`src/rtl/sparc_ifu_swsched.sv`:
```
// sparc_ifu_swsched: per-thread switch scheduler for the 4-thread IFU.
// Picks one eligible thread per cycle (round-robin after the last issued
// thread) and parks any thread that issues a switch-hinted instruction
// until its completion pulse arrives.
// Optional feature macro: IFU_SWSCHED_STALLCNT_EN adds one saturating
// per-thread wait counter, readable through swl_stall_cnt_o.
module sparc_ifu_swsched #(
  parameter int NTHR = 4,
  parameter int CNTW = 16
) (
  input  logic            rclk,
  input  logic            reset,
  input  logic [NTHR-1:0] swl_thr_rdy_i,
  input  logic [NTHR-1:0] swl_sw_hint_i,
  input  logic [NTHR-1:0] swl_thr_done_i,
  input  logic            dec_stall_i,
  input  logic            swl_cnt_clr_i,
  input  logic [1:0]      swl_cnt_idx_i,
  output logic [NTHR-1:0] swl_thr_sel_o,
  output logic            swl_issue_vld_o,
  output logic [NTHR-1:0] swl_thr_wait_o,
  output logic [CNTW-1:0] swl_stall_cnt_o
);

  typedef enum logic {ST_RUN = 1'b0, ST_WAIT = 1'b1} state_t;

  state_t          r_st     [NTHR];
  state_t          w_st_nxt [NTHR];
  logic [1:0]      r_lp;
  logic [NTHR-1:0] r_sel;
  logic            r_vld;

  logic [NTHR-1:0] w_wait;
  logic [NTHR-1:0] w_elig;
  logic            w_issue;
  logic [1:0]      w_win;
  logic [1:0]      w_cand;
  logic            w_found;

  // Decode the per-thread state into the WAIT vector.
  always_comb begin
    w_wait = '0;
    for (int t = 0; t < NTHR; t++) begin
      w_wait[t] = (r_st[t] == ST_WAIT);
    end
  end

  assign w_elig  = swl_thr_rdy_i & ~w_wait;
  assign w_issue = ~dec_stall_i & (|w_elig);

  // Round-robin search starting just after the last issued thread.
  always_comb begin
    w_win   = r_lp;
    w_cand  = '0;
    w_found = 1'b0;
    for (int i = 1; i <= NTHR; i++) begin
      w_cand = r_lp + 2'(i);
      if (!w_found && w_elig[w_cand]) begin
        w_win   = w_cand;
        w_found = 1'b1;
      end
    end
  end

  // Next state for each thread: park on a hinted issue, release on done.
  always_comb begin
    for (int t = 0; t < NTHR; t++) begin
      w_st_nxt[t] = r_st[t];
      case (r_st[t])
        ST_RUN:  if (w_issue && (w_win == 2'(t)) && swl_sw_hint_i[t]) w_st_nxt[t] = ST_WAIT;
        ST_WAIT: if (swl_thr_done_i[t]) w_st_nxt[t] = ST_RUN;
        default: w_st_nxt[t] = ST_RUN;
      endcase
    end
  end

  // Thread state registers; reset discards any pending WAIT.
  always_ff @(posedge rclk) begin
    for (int t = 0; t < NTHR; t++) begin
      if (reset) r_st[t] <= ST_RUN;
      else       r_st[t] <= w_st_nxt[t];
    end
  end

  // Issue registers; a decode stall freezes selection and pointer.
  always_ff @(posedge rclk) begin
    if (reset) begin
      r_sel <= '0;
      r_vld <= 1'b0;
      r_lp  <= 2'd3;
    end else if (!dec_stall_i) begin
      if (w_issue) begin
        r_sel <= NTHR'(1) << w_win;
        r_vld <= 1'b1;
        r_lp  <= w_win;
      end else begin
        r_sel <= '0;
        r_vld <= 1'b0;
      end
    end
  end

  assign swl_thr_sel_o   = r_sel;
  assign swl_issue_vld_o = r_vld;
  assign swl_thr_wait_o  = w_wait;

`ifdef IFU_SWSCHED_STALLCNT_EN
  logic [CNTW-1:0] r_cnt [NTHR];

  function automatic logic [CNTW-1:0] sat_inc(input logic [CNTW-1:0] v);
    return (&v) ? v : v + 1'b1;
  endfunction

  // Wait-cycle counters: clear wins over increment, saturate at all-ones.
  always_ff @(posedge rclk) begin
    for (int t = 0; t < NTHR; t++) begin
      if (reset || swl_cnt_clr_i) r_cnt[t] <= '0;
      else if (w_wait[t])         r_cnt[t] <= sat_inc(r_cnt[t]);
    end
  end

  assign swl_stall_cnt_o = r_cnt[swl_cnt_idx_i];
`else
  logic w_unused;
  assign w_unused        = &{1'b0, swl_cnt_clr_i, swl_cnt_idx_i};
  assign swl_stall_cnt_o = '0;
`endif

endmodule
```
`config.mk`:
```
export PLATFORM = sky130hd
export DESIGN_NAME = sparc_ifu_swsched
export DESIGN_NICKNAME = d
export VERILOG_FILES = /design/src/rtl/sparc_ifu_swsched.sv
export SDC_FILE = /design/constraint.sdc
export NUM_CORES = 1
export LEC_CHECK = 0
export ABC_CLOCK_PERIOD_IN_PS = 2100
export BUFFER_PORTS_ARGS = -buffer_cell sky130_fd_sc_hd__buf_2
export CAP_MARGIN = 20
export CORE_UTILIZATION = 45
export CTS_CLUSTER_DIAMETER = 40
export DETAILED_ROUTE_END_ITERATION = 10
export PLACE_DENSITY_LB_ADDON = 0.25
export SETUP_SLACK_MARGIN = 0.1
export SYNTH_ARGS = -nofsm -noshare
export SYNTH_HDL_FRONTEND = slang
export SYNTH_SLANG_ARGS = --single-unit
```
`constraint.sdc`:
```
create_clock -name rclk -period 2.1 [get_ports rclk]
set_input_delay 0.63 -clock rclk [delete_from_list [all_inputs] [get_ports rclk]]
set_output_delay 0.63 -clock rclk [all_outputs]
set_load 0.1 [all_outputs]
```
Word level (Yosys, flattened, before mapping) --
Memory sizes are Yosys's and may differ from the RTL's. Index checks and enable logic that the tools add are counted.
Storage, ports and cells: memories 1, flip-flop bits (word level) 7, RAM bits 4, word-level logic and storage cells 80
Operators by class: bitwise logic cells 12, add/subtract/negate cells 3, order comparisons 4, reductions and logical operators 17, shifts and indexed selects 1, multiplexer cells 36, equal/unequal tests 3
Memories:
- r_st | words 4, bits a word 1, rd ports 4, clocked after Yosys merged registers in 0, wr ports 4, RTL line 27 | state_t r_st [NTHR];
Operator list (number):
- two-way mux 1 bit | 23
- < comparator 2 x 3 -> 1 bit (second input constant) | 4
- logical AND 1 bit | 11
- binary-select mux 1 bit (select 2 bit) | 4
- two-way mux 2 bit | 4
- case mux 1 bit (2 select lines) | 4
- inverter 1 bit | 5
- adder 2 bit (second input constant) | 2
- AND 4 bit | 1
- equality test 2 bit (second input constant) | 2
- two-way mux 4 bit | 1
- inverter 4 bit | 1
- OR 1 bit | 4
- OR reduction 4 bit | 1
- << shifter 1 x 2 -> 4 bit (first input constant) | 1
- zero test 1 bit | 3
- adder 2 x 1 -> 2 bit (second input constant) | 1
- equality test 2 x 1 -> 1 bit (second input constant) | 1
- zero test 2 bit | 1
- AND reduction 2 bit | 1
- AND 1 bit | 1

Longest topological paths before layout --
An unclocked memory read counts as a cell.
depth after elaboration 21, mapped depth 5

Worst setup path before layout --
Ideal clock, no wire load.
path kind reg-to-output, start register r_sel[0] (netlist: swl_thr_sel_o[0]), end output port swl_thr_sel_o[0], path buffers 0, slack 0.545 ns, cell stages (with the launch flop) 1, data required time 1.470 ns, data arrival time 0.925 ns, cell sequence dfxtp_1
RTL lines:
- start: declaration | RTL line 30 | logic [NTHR-1:0] r_sel;
- start signal: assignment | RTL line 93 | r_sel <= NTHR'(1) << w_win;
- end: declaration | RTL line 19 | output logic [NTHR-1:0] swl_thr_sel_o,
No word-level cell between the ends.

==> reports/qor.csv <==
stage,metric,value,unit
die,io_pins,43,
finish,drive_above_1_share,35.4,%
worst_setup_path,reg2reg_slack,0.70,ns
pwr,seqPwrFrac,34.3,%
synth,yosysSeqAreaShare,30.8,%
finish,multi_input_area,390,µm²
pwr,pwr_density_cell,878,nW/µm²
cts,cts_inserted_buffers,3,
finish,n_antenna_cell,0,
synth,syn_area_per_cell,9.18,µm²
cts,post-cts-setup-buffer-count,0,
worst_setup_path,worst_path_max_delay_cell,buf_2,
worst_setup_path,timing.rr.start,r_st[3]$_SDFF_PP0_,
run_status,status,"finished, final reports clean",
routing,wire_per_inst,10.6,µm
routing,routed_via_density,4.70,
worst_setup_path,critPathMaxFanout,4,
worst_setup_path,endpoint_kind,primary output,
synth,syn_area,716,µm²
cts,clock-sinks,11,
global_routing,antenna_found_initial,0,
cts,htree_levels,1,
routing,routed_wl,1220,µm
worst_setup_path,arrival,1.09,ns
job,cap_viol_max_count,0,
sta,finalHoldViolations,0,
global_routing,grt_max_degree,13,
routing,drtIter0Drc,7,
worst_setup_path,timing.rr.end,r_st[0]$_SDFF_PP0_,
cts,clockBufferDepth,2,
pwr,switching_power,0.335,mW
die,initial_utilization,48.1,%
placed_design,gp_congestion,0.711,
pwr,ir_drop,460,µV
cts,clock_latency,0.26,ns
pwr,comb_power_share,45.0,%
pwr,p_leak,0.378,nW
pwr,pwr-share-clk,20.7,%
finish,area_growth,8.92,%
die,die_height,41.9,µm
global_routing,gr-total-overflow,0,
synth,synth-seq-cells,11,
die,rows,14,
worst_setup_path,worstPathRequired,1.47,ns
worst_setup_path,cp-start-kind,flop,
sta,fmax,582,MHz
worst_setup_path,worstRegToRegCells,5,
worst_setup_path,crit_buf_inv,1,
synth,syn_inst,78,
sta,setup_viol,0,
sta,fin_crit_sh,81.8,%
placed_design,port_buffers,23,
finish,stdcell_area,779,µm²
synth,ys_types,29,
global_routing,grt_pass1_vias,453,
cts,holdBufCountCts,0,
finish,fin_nets,118,
finish,fillers,165,
placed_design,placed_area,753,µm²
pwr,p_int,0.350,mW
sta,fin_crit,1.72,ns
hold_path,hp-start,swl_issue_vld_o$_SDFFE_PP0N_,
cts,clk_pin_slew,0.07,ns
hold_path,hp-class,reg2reg,
sta,drv_slew,0,
worst_setup_path,path_cells,buf_2,
worst_setup_path,critical-path-top-delay-family,buffers and inverters,
hold_path,hold_path_end,swl_issue_vld_o$_SDFFE_PP0N_,
die,core-area,1490,µm²
sta,rsz0062_at_grt,no,
cts,cts_tree,yes,
routing,ant_nets,0,
sta,fin_setup_tns,0,ns
global_routing,grt_use_total,14.6,%
placed_design,hpwl,949,µm
sta,skew,0.00138,ns
routing,dr.pass1.iters,4,
finish,regArea,220,µm²
pwr,power.share.switching,48.9,%
worst_setup_path,path_class,reg2out,
cts,cts-root-buf,clkbuf_4,
hold_path,holdPathStages,2,
die,die_w,41.9,µm
routing,drc,0,
die,dieArea,1750,µm²
worst_setup_path,critPathLaunch,r_st[1]$_SDFF_PP0_,
global_routing,grt_first_pass_wirelength,1980,µm
cts,postCtsResizedCells,0,
routing,vias,541,
worst_setup_path,cp_slowest_stage_delay,0.45,ns
synth,yosysWarnings,0,
-- flip-flops by register name, summed over array words and instances, names as in the netlist --
name             flops
swl_issue_vld_o      1
r_st                 4
swl_thr_sel_o        4
r_lp                 2
-- through the flow --
stage | cells | power [mW] | setup WS (ns) | hold slack [ns] | util, %
after floorplan | 93 | 0.533 | 0.545 | 0.459 | -
after global placement | 111 | 0.545 | 0.338 | 0.451 | 50.6
after detailed placement | 111 | 0.547 | 0.321 | 0.463 | 50.6
after CTS | 115 | 0.688 | 0.369 | 0.473 | 52.4
after global routing | 115 | 0.714 | 0.322 | 0.484 | 52.4
final | 115 | 0.684 | 0.381 | 0.472 | 52.4
-- power by group through the flow --
stage / clock (mW) / sequential (mW) / combinational, mW
after floorplan: 0 / 0.289 / 0.244
after global placement: 0 / 0.239 / 0.306
after detailed placement: 0 / 0.239 / 0.308
after CTS: 0.145 / 0.235 / 0.308
after global routing: 0.158 / 0.237 / 0.320
final: 0.141 / 0.235 / 0.308
-- worst max path at each step --
stage                         endpoint  slack, ns  cells after the start
finish               swl_thr_wait_o[1]       0.38                      1
detailed placement  r_st[1]$_SDFF_PP0_       0.32                      6
global placement    r_st[1]$_SDFF_PP0_       0.34                      6
global route         swl_thr_wait_o[1]       0.32                      1
floorplan             swl_thr_sel_o[0]       0.55                      0
CTS                  swl_thr_wait_o[1]       0.37                      1
-- worst register-to-register path, cell delays in order (launching register included) --
cell and delay, ns:
dfxtp_1 0.32, nand2b_1 0.20, a211oi_1 0.30, a21oi_2 0.11, and2_4 0.16, a31o_1 0.20
-- synthesized netlist by cell type, drive strengths merged --
master   count  share of area (%)
nor3b        3                3.8
o31ai        1                1.7
o32ai        1                1.2
nand2        8                4.2
mux2i        1                1.4
o21ai        1               0.70
a21oi        3                2.6
conb         1               0.52
a211oi       1                1.0
clkbuf       1               0.52
o22ai        5                4.4
and2         2                2.1
inv          2                1.0
nand2b       5                7.5
a31o         3                3.7
nor2         3                3.8
nor2b        1               0.87
o2bb2ai      1                1.2
buf         20                 21
nand3b       1                1.0
nand3        1               0.70
a22oi        1                1.0
dfxtp       11                 31
a41o         1                3.0
-- placed cells by master, fill, tap and decap left out, types with 2 or more instances in the layout --
cell      instances
a21oi_1           2
a31o_1            3
buf_2            23
clkbuf_4          3
conb_1           16
dfxtp_1          11
inv_1             2
nand2_1           8
nand2b_1          2
nand2b_4          3
nor2_1            2
nor3b_1           2
o22ai_1           5
-- metal layers --
metal / up-vias / track usage [%] / wire length [µm]
met5: - / 0 / 0
met4: 0 / 3.87 / 0
met3: 0 / 3.91 / 74
li1: 281 / - / -
met1: 240 / 20.1 / 580
met2: 20 / 22.5 / 564
-- logic make-up after synthesis --
logic type / after synthesis / share of synthesized area [%]
other: 1 / 0.524
AO/OA/AOI/OAI: 18 / 20.6
multiplexers: 1 / 1.40
flip-flops: 11 / 30.8
buffers and inverters: 23 / 22.6
AND/OR/NAND/NOR: 24 / 24.1
-- layout make-up --
class                           count  share of cell area, %
Inverter                            2                  0.963
Sequential cell                    11                   28.3
Clock buffer                        4                   3.37
Timing Repair Buffer               23                   14.8
Tap cell                           16                   2.57
Multi-Input combinational cell     59                   50.1
(Power assumes the default switching activity.)
